$ cat src/rtl/da_operand_loader.sv
`default_nettype none
//------------------------------------------------------------------------------
// da_operand_loader: ping-pong loader packing an 8-bit byte stream into 3x3 matrix
// plus coefficient frames for the DA multiplier. Optional macro: LOADER_COEF_REUSE_EN.
// Revision: 1.0
//------------------------------------------------------------------------------
module da_operand_loader (
  input  logic       clk,
  input  logic       reset,
  input  logic [7:0] in_data,
  input  logic       in_valid,
  output logic       in_ready,
  input  logic       in_last,
  output logic [7:0] a,
  output logic [7:0] b,
  output logic [7:0] c,
  output logic [7:0] d,
  output logic [7:0] e,
  output logic [7:0] f,
  output logic [7:0] g,
  output logic [7:0] h,
  output logic [7:0] j,
  output logic [7:0] c0,
  output logic [7:0] c1,
  output logic [7:0] c2,
  output logic       out_valid,
  input  logic       out_ready
);

  localparam int         NSLOT      = 12;
  localparam logic [3:0] LAST_SLOT  = 4'd11;
  localparam logic [3:0] SHORT_SLOT = 4'd8;

  logic [7:0] bank_q [2][NSLOT];
  logic [7:0] bank_d [2][NSLOT];
  logic [1:0] full_q, full_d;
  logic       wr_ptr_q, wr_ptr_d;
  logic       rd_ptr_q, rd_ptr_d;
  logic [3:0] cnt_q, cnt_d;

  logic accept;
  logic release_frame;
  logic short_done;
  logic frame_done;

  assign in_ready      = ~full_q[wr_ptr_q];
  assign out_valid     = full_q[rd_ptr_q];
  assign accept        = in_valid & in_ready;
  assign release_frame = out_valid & out_ready;

`ifdef LOADER_COEF_REUSE_EN
  logic [7:0] coef_q [3];
  logic [7:0] coef_d [3];

  assign short_done = (cnt_q == SHORT_SLOT) & in_last;
`else
  logic unused_in_last;

  assign unused_in_last = in_last;
  assign short_done     = 1'b0;
`endif

  assign frame_done = (cnt_q == LAST_SLOT) | short_done;

  always_comb begin
    bank_d   = bank_q;
    full_d   = full_q;
    wr_ptr_d = wr_ptr_q;
    rd_ptr_d = rd_ptr_q;
    cnt_d    = cnt_q;
`ifdef LOADER_COEF_REUSE_EN
    coef_d   = coef_q;
`endif

    // Completion and release always target different banks, so both may apply.
    if (release_frame) begin
      full_d[rd_ptr_q] = 1'b0;
      rd_ptr_d         = ~rd_ptr_q;
    end

    if (accept) begin
      bank_d[wr_ptr_q][cnt_q] = in_data;
`ifdef LOADER_COEF_REUSE_EN
      if (short_done) begin
        bank_d[wr_ptr_q][9]  = coef_q[0];
        bank_d[wr_ptr_q][10] = coef_q[1];
        bank_d[wr_ptr_q][11] = coef_q[2];
      end
      if (cnt_q == LAST_SLOT) begin
        coef_d[0] = bank_q[wr_ptr_q][9];
        coef_d[1] = bank_q[wr_ptr_q][10];
        coef_d[2] = in_data;
      end
`endif
      if (frame_done) begin
        full_d[wr_ptr_q] = 1'b1;
        wr_ptr_d         = ~wr_ptr_q;
        cnt_d            = 4'd0;
      end else begin
        cnt_d = cnt_q + 4'd1;
      end
    end
  end

  always_ff @(posedge clk) begin
    if (!reset) begin
      for (int i = 0; i < 2; i++) begin
        for (int k = 0; k < NSLOT; k++) begin
          bank_q[i][k] <= 8'd0;
        end
      end
      full_q   <= 2'b00;
      wr_ptr_q <= 1'b0;
      rd_ptr_q <= 1'b0;
      cnt_q    <= 4'd0;
    end else begin
      bank_q   <= bank_d;
      full_q   <= full_d;
      wr_ptr_q <= wr_ptr_d;
      rd_ptr_q <= rd_ptr_d;
      cnt_q    <= cnt_d;
    end
  end

`ifdef LOADER_COEF_REUSE_EN
  always_ff @(posedge clk) begin
    if (!reset) begin
      for (int k = 0; k < 3; k++) begin
        coef_q[k] <= 8'd0;
      end
    end else begin
      coef_q <= coef_d;
    end
  end
`endif

  assign a  = bank_q[rd_ptr_q][0];
  assign b  = bank_q[rd_ptr_q][1];
  assign c  = bank_q[rd_ptr_q][2];
  assign d  = bank_q[rd_ptr_q][3];
  assign e  = bank_q[rd_ptr_q][4];
  assign f  = bank_q[rd_ptr_q][5];
  assign g  = bank_q[rd_ptr_q][6];
  assign h  = bank_q[rd_ptr_q][7];
  assign j  = bank_q[rd_ptr_q][8];
  assign c0 = bank_q[rd_ptr_q][9];
  assign c1 = bank_q[rd_ptr_q][10];
  assign c2 = bank_q[rd_ptr_q][11];

endmodule
`default_nettype wire

$ cat config.mk
export PLATFORM = sky130hd
export DESIGN_NAME = da_operand_loader
export DESIGN_NICKNAME = d
export VERILOG_FILES = /design/src/rtl/da_operand_loader.sv
export SDC_FILE = /design/constraint.sdc
export NUM_CORES = 1
export LEC_CHECK = 0
export CORE_MARGIN = 1
export CORE_UTILIZATION = 50
export CTS_BUF_LIST = sky130_fd_sc_hd__clkbuf_16
export DETAILED_ROUTE_END_ITERATION = 8
export GPL_TIMING_DRIVEN = 0
export MAX_ROUTING_LAYER = met4
export PLACE_DENSITY = 0.73
export REMOVE_ABC_BUFFERS = 1
export SYNTH_ARGS = -nofsm -noshare
export SYNTH_HDL_FRONTEND = slang
export SYNTH_SLANG_ARGS = --single-unit
$ cat constraint.sdc
create_clock -name clk -period 1.94 [get_ports clk]
set_clock_uncertainty 0.15 [all_clocks]
set_input_delay 0.291 -clock clk [delete_from_list [all_inputs] [get_ports clk]]
set_output_delay 0.291 -clock clk [all_outputs]
set_load 0.02 [all_outputs]
==> summary.txt <==
Run status
  – Status: finished, violations left
  – Failing checks: setup timing

Place
  – Port Buf Inserts: 109
  – Routability cong.: 0.7822
  – Cell Area, Placed: 10080 sq um
  – Post-DP HPWL: 12.99 mm

CTS
  – Sink Count: 200
  – Clock Path Buffers: 2
  – TritonCTS Buffers: 17
  – Reg clk slew, reported paths: 70 ps
  – CTS tree: done
  – H-tree levels: 4
  – CTS Root Cell: clkbuf_16
  – Hold Buf Count CTS: 0
  – Worst skew pair latency: 430 ps

Die
  – Initial Utilization: 51.78%
  – Core Area: 17480 sq um
  – Die width: 136.5 um
  – Die Area: 18640 sq um
  – Die Y: 136.5 um
  – I/O pin count: 111
  – Row count: 48

Worst setup path
  – Crit Path Class: flop to primary output
  – Crit path from: rd_ptr_q
  – Crit-path most repeated cell: buf_6
  – Setup crit start kind: flop
  – Worst path arrival time: 1680 ps
  – CP max stage cell: dfxtp_4
  – Worst path buffer plus inverter count: 4
  – Crit path cell chain: buf_8, buf_6, buf_16, mux2_4, buf_6
  – R2R Path Start: cnt_q[0]
  – Critical path fanouts, max: 6
  – Peak per-stage delay on the critical path: 390 ps
  – Top Family by Delay on Critical Path: buffers and inverters
  – Critical Path RT: 1500 ps
  – Critical path endpoint category: primary output

Synth
  – Area leader, netlist: dfxtp_1
  – Distinct cells, synth: 39
  – Synth area leaders: dfxtp_1, mux2_2, a21oi_1
  – Cells after Synth: 1074
  – Top cell type's share of synthesized area: 44.25%
  – Synthesized area: 9049 sq um
  – Syn. warnings: 0
  – Avg Cell Area, Syn: 8.425 sq um
  – Seq/Total Area, Yosys: 44.25%
  – Post-synthesis register bit count: 200

Hold path
  – HP Start: in_valid
  – Hold/Removal Path Class: input port to flop

Pwr
  – Pwr/cell area: 691.4 nW/um^2
  – Int Pwr: 6.303 mW
  – Sequential power share: 50.1%
  – Clock share of power: 43.2%
  – Sw frac: 23.71%
  – Switching power: 1.959 mW
  – VDD IR max: 0.6479 mV
  – Lkg Pwr: 4.192 nW
  – Logic pwr share: 6.7%

STA
  – Unrepaired setup endpoints after global routing: true
  – Slew headroom: 10.50%
  – Final worst-path cycle share: 109.5%
  – Count of final setup violators: 98
  – Slew of the pin with the lowest slew margin: 1340 ps
  – Final worst path period need: 2123 ps
  – Max Clk Rate: 470.9 MHz
  – Final worst setup slack: -183.4 ps
  – Final hold vios: 0
  – Max-slew violation count: 0

Flow run
  – Max-cap viol count: 0

Routing
  – Initial DRC Count: 981
  – Drt total wl: 28.28 mm
  – Vias: 8681
  – Post-DRT Antenna Nets: 0
  – WL/cell: 20.59 um
  – Post-route DRC: 0
  – Via density: 6.318
  – TritonRoute pass-1 iters: 7

Global route
  – Largest net degree at the start of global routing: 102
  – Initial antenna violation count: 0
  – Top Usage Layer GRT: met2
  – M2 GR Usage: 46.36%
  – Total track usage: 29.56%
  – Vias in the first global route: 7502
  – Routing usage on met1: 39.08%
  – First-pass GRT wire length: 41.20 mm
  – GR Util met3: 4.667%
  – Congestion Overflow GR: 0

Layout
  – Fraction of layout cells with a size suffix above 1: 28.55%
  – FILL cells: 1349
  – P&R area growth vs syn: 32.07%
  – Final nets: 1153
  – Antenna Cells: 0
  – Final Cell Area: 11950 sq um
  – Fin util: 68.38%
==> worst paths after layout <==
path            endpoint  slack [ps]  depth (start not counted)
max                 g[0]        -180                          5
max reg2reg   bank_q[92]         -20                          6
min reg2reg  bank_q[127]         320                          2
min             cnt_q[1]         270                          3
==> sequential cells by signal, summed over array words and instances, names as in the netlist <==
register and flops:
cnt_q 4, wr_ptr_q 1, bank_q 192, rd_ptr_q 1
full_q 2
==> layer usage <==
| metal | wire length (um) | up-vias |
|---|---|---|
| li1 | - | 4006 |
| met1 | 11380 | 4155 |
| met2 | 13650 | 450 |
| met3 | 2475 | 70 |
| met4 | 777 | 0 |
| met5 | 0 | - |
==> placed cells by master, fill, tap and decap left out, types with 10 or more instances in the layout <==
| master | synthesis | layout |
|---|---|---|
| mux2_2 | 98 | 10 |
| buf_6 | 0 | 92 |
| clkbuf_16 | 0 | 19 |
| dfxtp_1 | 200 | 194 |
| o21ai_1 | 17 | 17 |
| buf_2 | 38 | 10 |
| buf_16 | 0 | 10 |
| o21ai_0 | 178 | 178 |
| a21oi_1 | 197 | 197 |
| buf_4 | 6 | 28 |
| buf_12 | 0 | 11 |
| mux2_4 | 0 | 88 |
| nand3_1 | 196 | 194 |
==> layout make-up <==
class | instances | area [sq um] | area share, %
clock buffer | 17 | 425.4 | 3.560
multi-input combinational | 741 | 4991 | 41.77
tap | 225 | 281.5 | 2.356
clock inverter | 15 | 161.4 | 1.351
timing repair buffer | 170 | 2042 | 17.09
inverter | 6 | 27.53 | 0.2303
sequential | 200 | 4021 | 33.65
==> kinds of logic (layout without fill, tap and decap cells) <==
logic type	count (synthesis)	in the layout	synth area share, %
buf+inv	138	208	6.554
mux	98	98	12.20
compound gates	398	398	22.22
simple gates	236	241	14.23
flops	200	200	44.25
fa+ha+maj	4	4	0.5531
==> tightest hold or removal path, cell delays in order <==
cell	delay, ps
buf_2	290
nand3_1	170
a21oi_1	50
==> Yosys cell counts <==
cell type / instances
nand4bb_1: 2
nand4b_1: 1
nand3_1: 196
and3_1: 3
o31ai_1: 1
a311oi_1: 1
or3_1: 1
a21oi_1: 197
buf_1: 1
or3b_4: 1
and4b_1: 1
nand4_1: 1
a211oi_1: 1
o21ai_0: 178
buf_4: 6
and3b_1: 3
mux2_2: 98
nand3b_1: 4
nor4b_2: 1
a22oi_1: 1
nand2_1: 7
nor4bb_1: 2
nor2_1: 1
and2_1: 2
or3b_1: 1
inv_2: 2
nor3_2: 1
clkbuf_2: 4
clkbuf_1: 83
o32ai_1: 2
buf_2: 38
nor3b_2: 2
or4b_4: 1
inv_1: 4
nand2b_1: 3
nor2b_1: 2
ha_1: 4
dfxtp_1: 200
o21ai_1: 17
==> power groups by stage <==
stage	logic (mW)	clock network, mW	registers (mW)
after floorplan	0.216	0	4.23
after global placement	0.445	0	4.24
after detailed placement	0.467	0	4.24
after CTS	0.486	3.60	4.14
after global routing	0.573	3.78	4.14
final	0.551	3.57	4.14
==> repair_timing <==
action | CTS | global route
resized for setup | 602 | 121
gates cloned | 11 | 5
pin swaps | 4 | 3
setup endpoints to repair | 295 | 268
buffers inserted | 26 | 17
==> through the flow <==
| stage | cells | TNS (ps) | worst slack (ps) | power, mW | hold WS [ps] |
|---|---|---|---|---|---|
| global route | 1374 | -14360 | -235.5 | 8.492 | 294.4 |
| global placement | 1276 | -768020 | -3872 | 4.682 | 307.0 |
| finish | 1374 | -10360 | -183.4 | 8.262 | 273.4 |
| floorplan | 942 | -255350 | -1576 | 4.450 | 259.9 |
| detailed placement | 1285 | -215090 | -1450 | 4.704 | 313.2 |
| CTS | 1354 | -12260 | -204.9 | 8.226 | 322.9 |
(Power assumes the default switching activity.)
